## config.mk

```make
export PLATFORM = sky130hd
export DESIGN_NAME = fpu_align_seq
export DESIGN_NICKNAME = d
export VERILOG_FILES = /design/src/rtl/fpu_pkg.sv /design/src/rtl/unit_sel_exp.sv /design/src/rtl/fpu_align_seq.sv
export SDC_FILE = /design/constraint.sdc
export NUM_CORES = 1
export LEC_CHECK = 0
export CORE_MARGIN = 2
export CORE_UTILIZATION = 50
export CTS_CLUSTER_SIZE = 16
export DETAILED_ROUTE_END_ITERATION = 8
export PLACE_DENSITY_LB_ADDON = 0.05
export SYNTH_ARGS = -nofsm -noshare
export SYNTH_HDL_FRONTEND = slang
export SYNTH_SLANG_ARGS = --single-unit
```

## constraint.sdc

```tcl
create_clock -name i_clk -period 7.15 [get_ports i_clk]
set_input_delay 1.0725 -clock i_clk [delete_from_list [all_inputs] [get_ports i_clk]]
set_output_delay 1.0725 -clock i_clk [all_outputs]
set_load 0.005 [all_outputs]
```

## src/rtl/fpu_pkg.sv

```systemverilog
// Shared constants and state encoding for the FPU operand-alignment slice.
package fpu_pkg;

  localparam int unsigned EXP_W     = 8;
  localparam int unsigned MAN_W     = 24;
  localparam int unsigned MAX_SHIFT = MAN_W + 2;
  localparam int unsigned GRS_W     = 3;

  typedef enum logic [1:0] {
    IDLE,
    CMP,
    SHIFT,
    DONE
  } state_e;

endpackage

```

## src/rtl/unit_sel_exp.sv

```systemverilog
// Combinational exponent compare: larger exponent, unsigned difference, swap flag.
module unit_sel_exp
  import fpu_pkg::*;
(
  input  logic [EXP_W-1:0] i_ExpA,
  input  logic [EXP_W-1:0] i_ExpB,
  output logic [EXP_W-1:0] o_Exp,
  output logic [EXP_W-1:0] o_E_sub,
  output logic             o_Ce_lt
);

  always_comb begin
    o_Ce_lt = (i_ExpA < i_ExpB);
    // Subtract the smaller from the larger so the 8-bit difference never wraps
    if (o_Ce_lt) begin
      o_Exp   = i_ExpB;
      o_E_sub = i_ExpB - i_ExpA;
    end else begin
      o_Exp   = i_ExpA;
      o_E_sub = i_ExpA - i_ExpB;
    end
  end

endmodule

```

## src/rtl/fpu_align_seq.sv

```systemverilog
// Sequential significand alignment: compare exponents, then shift the smaller operand with sticky.
// Define FPU_ALIGN_SHIFT4_EN to shift up to 4 places per cycle instead of 1.
module fpu_align_seq #(
  parameter int unsigned MAN_W     = fpu_pkg::MAN_W,
  parameter int unsigned MAX_SHIFT = fpu_pkg::MAX_SHIFT
) (
  input  logic                                i_clk,
  input  logic                                i_rst,
  input  logic                                i_valid,
  output logic                                o_ready,
  input  logic [fpu_pkg::EXP_W-1:0]           i_ExpA,
  input  logic [fpu_pkg::EXP_W-1:0]           i_ExpB,
  input  logic [MAN_W-1:0]                    i_ManA,
  input  logic [MAN_W-1:0]                    i_ManB,
  output logic                                o_valid,
  input  logic                                i_ready,
  output logic [fpu_pkg::EXP_W-1:0]           o_Exp,
  output logic [MAN_W-1:0]                    o_ManL,
  output logic [MAN_W+fpu_pkg::GRS_W-1:0]     o_ManS,
  output logic                                o_Ce_lt
);

  import fpu_pkg::*;

`ifdef FPU_ALIGN_SHIFT4_EN
  localparam int STEP = 4;
`else
  localparam int STEP = 1;
`endif

  localparam int unsigned       MS_W        = MAN_W + GRS_W;
  localparam logic [4:0]        STEP_C      = 5'(STEP);
  localparam logic [EXP_W-1:0]  MAX_SHIFT_E = EXP_W'(MAX_SHIFT);

  state_e state_q, state_d;

  logic [EXP_W-1:0] exp_a_q, exp_b_q;
  logic [MAN_W-1:0] man_a_q, man_b_q;
  logic [EXP_W-1:0] exp_q;
  logic [MAN_W-1:0] man_l_q;
  logic [MS_W-1:0]  man_s_q;
  logic             ce_lt_q;
  logic [4:0]       cnt_q;

  logic [EXP_W-1:0] sel_exp, e_sub;
  logic             sel_lt;
  logic [4:0]       cnt_load;
  logic [4:0]       k;
  logic [4:0]       cnt_next;
  logic [MS_W-1:0]  shifted;
  logic [MS_W-1:0]  man_s_shift;
  logic             sticky;

  unit_sel_exp u_sel_exp (
    .i_ExpA  (exp_a_q),
    .i_ExpB  (exp_b_q),
    .o_Exp   (sel_exp),
    .o_E_sub (e_sub),
    .o_Ce_lt (sel_lt)
  );

  assign cnt_load = (e_sub > MAX_SHIFT_E) ? MAX_SHIFT_E[4:0] : e_sub[4:0];

  // Variable right shift by k <= STEP; every bit dropped off the bottom folds into bit 0
  always_comb begin
    k        = (cnt_q < STEP_C) ? cnt_q : STEP_C;
    cnt_next = cnt_q - k;
    shifted  = man_s_q >> k;
    sticky   = 1'b0;
    for (int i = 0; i < STEP; i++) begin
      if (5'(i) < k) sticky = sticky | man_s_q[i];
    end
    man_s_shift = {shifted[MS_W-1:1], shifted[0] | sticky};
  end

  always_ff @(posedge i_clk) begin
    if (i_rst) state_q <= IDLE;
    else       state_q <= state_d;
  end

  always_comb begin
    state_d = state_q;
    unique case (state_q)
      IDLE:    if (i_valid) state_d = CMP;
      CMP:     state_d = (cnt_load == 5'd0) ? DONE : SHIFT;
      SHIFT:   if (cnt_next == 5'd0) state_d = DONE;
      DONE:    if (i_ready) state_d = IDLE;
      default: state_d = IDLE;
    endcase
  end

  always_comb begin
    o_ready = (state_q == IDLE);
    o_valid = (state_q == DONE);
  end

  always_ff @(posedge i_clk) begin
    if (i_rst) begin
      exp_a_q <= '0;
      exp_b_q <= '0;
      man_a_q <= '0;
      man_b_q <= '0;
      exp_q   <= '0;
      man_l_q <= '0;
      man_s_q <= '0;
      ce_lt_q <= 1'b0;
      cnt_q   <= '0;
    end else begin
      case (state_q)
        IDLE: begin
          if (i_valid) begin
            exp_a_q <= i_ExpA;
            exp_b_q <= i_ExpB;
            man_a_q <= i_ManA;
            man_b_q <= i_ManB;
          end
        end
        CMP: begin
          exp_q   <= sel_exp;
          ce_lt_q <= sel_lt;
          man_l_q <= sel_lt ? man_b_q : man_a_q;
          man_s_q <= {(sel_lt ? man_a_q : man_b_q), {GRS_W{1'b0}}};
          cnt_q   <= cnt_load;
        end
        SHIFT: begin
          man_s_q <= man_s_shift;
          cnt_q   <= cnt_next;
        end
        default: ;
      endcase
    end
  end

  assign o_Exp   = exp_q;
  assign o_ManL  = man_l_q;
  assign o_ManS  = man_s_q;
  assign o_Ce_lt = ce_lt_q;

endmodule

```

==> results_dict.tcl <==
set metrics [dict create \
    status "finished, final reports clean" \
    clockRootBuffer "clkbuf_16" \
    yosys-top-cells-area "dfxtp_1 (42%), nand2_1 (8.3%), a211oi_1 (6.8%), a21oi_1 (6.7%), mux2i_1 (5.1%)" \
    fin_crit_ns 3.640 \
    worstSetupStartpointType "flip-flop" \
    syn2layout_area_growth_pct 31.11 \
    final_nets 964 \
    avgSynthCellArea_um2 8.138 \
    rr_endpoint "cnt_q[1]$_SDFFE_PP0P_" \
    numPortBuffers 129 \
    drt-wirelength-per-cell_um 16.45 \
    synth_commonest_cells "nand2_1 (140), dfxtp_1 (131), a21oi_1 (85)" \
    fin_crit_sh_pct 50.90 \
    rsz0062_at_grt "false" \
    nFillCells 1063 \
    synth_top_area_share_pct 41.53 \
    drive_above_1_share_pct 8.691 \
    holdCritPathClass "reg2reg" \
    syn-cell-area_um2 6315 \
    yosys.area.top_type "dfxtp_1" \
    htreeDepth 4 \
    final.setup.tns_ns 0 \
    worstPathRequired_ns 7.42 \
    fmax_mhz 274.7 \
    yosysWarnings 0 \
    r2r_slack_ns 3.51 \
    fp.dieArea_um2 13540 \
    reg2reg_from "exp_a_q[5]$_SDFFE_PP0P_" \
    via_per_inst 5.562 \
    crit_path_cell_trace "inv_1 -> ha_1 -> nand2_1 -> a211oi_2 -> or2_2 -> buf_4 -> a221oi_2 -> mux2_4 -> nor4_4 -> o211a_1 -> o32ai_1" \
    antenna_found_initial 0 \
    cts_setup_buffers 0 \
    pin_count 130 \
    diodes 0 \
    cts_tree "yes" \
    yosys_most_used_dff "dfxtp_1" \
    cp_top_family "simple AND/OR/NAND/NOR gates" \
    min_from "man_a_q[13]$_SDFFE_PP0P_" \
    vias 5885 \
    ant_nets 0 \
    powerDensity_nw_per_um2 474.3 \
    path_class "reg2reg" \
    synth_most_common_cell "nand2_1" \
    drc_errors 0 \
    async_flop_share_pct 0 \
    critPathBufInv 2 \
    skew_ns 0.005790 \
    ctsHoldBuffers 0 \
    grtUsageTotal_pct 26.26 \
    tightest_slew_ns 1.241 \
    grt_pass1_vias 5903 \
    core_um2 12470 \
    netlist_instances 776 \
    end_kind "flip-flop" \
    dpl.hpwl_mm 11.35 \
    grt_max_degree 94 \
    r2r_cells 11 \
    max-slew-margin-rel_pct 17.00 \
    initial_core_util_pct 50.66 \
    ir_worst_vdd_mv 0.2111 \
    grt-ovfl-total 0 \
    dpl_cell_area_um2 7654 \
    clk_latency_ns 0.42 \
    cpPeakStageDelay_ns 0.51 \
    gp_congestion 0.8810 \
    die_h_um 116.4 \
    wl_mm 17.40 \
    clk_path_buf_depth 2 \
    path_max_fanout 26 \
    maxCapViolations 0 \
    drt_iter0_drc 394 \
    chipWidth_um 116.4 \
    slowest_stage "or2_2" \
    arrival_ns 3.91 \
    cts_num_sinks 131 \
    grt_pass1_wl_mm 27.92 \
    cts_made_buffers 17 \
    ys_types 50 \
    synth-edff-count 0 \
    synth_nets 867 \
    seq_area_frac_synth_pct 41.53 \
    ys_ff_latch 131 \
    clkTransAtPathRegs_ns 0.06 \
    drtPass1Iterations 5 \
    cts_resized 0 \
    setup_viol 0 \
    holdPathStages 2 \
    final_cell_area_um2 8279 \
    maxSlewViolCount 0 \
    rows 41 \
    p_leak_uw 0.003104 \
    hold_viol 0 \
    hold_path_end "man_a_q[13]$_SDFFE_PP0P_" \
]
how the worst max path moves through the flow:
| stage | startpoint | cells past startpoint | to | slack (ns) |
|---|---|---|---|---|
| 3_3_place_gp | exp_a_q[5]$_SDFFE_PP0P_ | 11 | cnt_q[1]$_SDFFE_PP0P_ | 3.72 |
| 2_1_floorplan | exp_b_q[7]$_SDFFE_PP0P_ | 11 | cnt_q[4]$_SDFFE_PP0P_ | 4.43 |
| 6_report | exp_a_q[5]$_SDFFE_PP0P_ | 11 | cnt_q[1]$_SDFFE_PP0P_ | 3.51 |
| 4_1_cts | exp_a_q[5]$_SDFFE_PP0P_ | 11 | cnt_q[1]$_SDFFE_PP0P_ | 3.56 |
| 3_5_place_dp | exp_b_q[7]$_SDFFE_PP0P_ | 11 | cnt_q[0]$_SDFFE_PP0P_ | 3.58 |
| 5_1_grt | exp_a_q[5]$_SDFFE_PP0P_ | 11 | cnt_q[1]$_SDFFE_PP0P_ | 3.27 |
per-stage QoR:
| step | hold WS, ns | power (µW) | util (%) | instances | setup WS (ns) |
|---|---|---|---|---|---|
| after floorplan | 0.4363 | 2370 | - | 776 | 4.434 |
| after global placement | 0.4447 | 2943 | 61.40 | 1026 | 3.721 |
| after detailed placement | 0.4584 | 2995 | 61.40 | 1026 | 3.576 |
| after CTS | 0.4720 | 3932 | 66.42 | 1058 | 3.558 |
| after global routing | 0.4937 | 4197 | 66.42 | 1058 | 3.268 |
| final | 0.4684 | 3927 | 66.42 | 1058 | 3.510 |
cell type report:
class / count / area, µm² / share of cell area [%]
Multi-Input combinational cell: 558 / 3366 / 40.65
Sequential cell: 131 / 2623 / 31.68
Clock inverter: 13 / 182.7 / 2.206
Tap cell: 172 / 215.2 / 2.599
Timing Repair Buffer: 136 / 1341 / 16.20
Inverter: 29 / 108.9 / 1.315
Clock buffer: 19 / 442.9 / 5.350
state kept, by name (all words and copies together), names as in the netlist:
register  flops
man_a_q      24
exp_b_q       8
o_ManL       24
man_b_q      24
exp_a_q       8
o_ManS       27
state_q       2
o_Ce_lt       1
cnt_q         5
o_Exp         8
placed cells by master (no fill, tap or decap), drive strengths merged, types with 3 or more instances in the layout:
master	synthesis	routed
nor2b	3	3
nor3b	3	3
nand2	140	140
ha	21	21
or3	23	23
and3	3	3
clkdlybuf4s50	0	128
a31oi	5	5
bufinv	0	4
a21oi	85	85
inv	29	30
nor3	5	5
buf	11	8
mux2i	32	32
clkinv	0	4
a22oi	3	3
a21o	3	3
dfxtp	131	131
o21ai	39	39
mux2	27	27
clkbuf	47	19
clkinvlp	0	4
nor2	77	77
a211oi	58	58
power by group:
part	total, µW	internal (µW)	switching, µW
combinational	1930	830	1100
sequential	1070	931	142
clock	925	592	333
tightest hold or removal path: cells and delay by family, from the launching register on:
family	cells	cell delay [ns]
flip-flops	1	0.32
AND/OR/NAND/NOR	1	0.05
AO/OA/AOI/OAI	1	0.05
routing by layer:
layer	GRT usage, %	part of all wire [%]	vias to the layer above
met5	0	0	-
met4	11.19	2.1	0
met3	6.954	6.2	27
met2	44.65	50	197
met1	31.40	42	2781
li1	-	-	2880
cells by family (layout without fill, tap and decap cells):
| kind of cell | Yosys count | after routing | synth area share [%] |
|---|---|---|---|
| fa+ha+maj | 23 | 23 | 4.795 |
| flops | 131 | 131 | 41.53 |
| simple gates | 268 | 268 | 18.21 |
| buf+inv | 87 | 197 | 5.429 |
| compound gates | 205 | 205 | 19.68 |
| mux | 59 | 59 | 9.946 |
| xor+xnor | 3 | 3 | 0.4162 |
(Power assumes the default switching activity.)
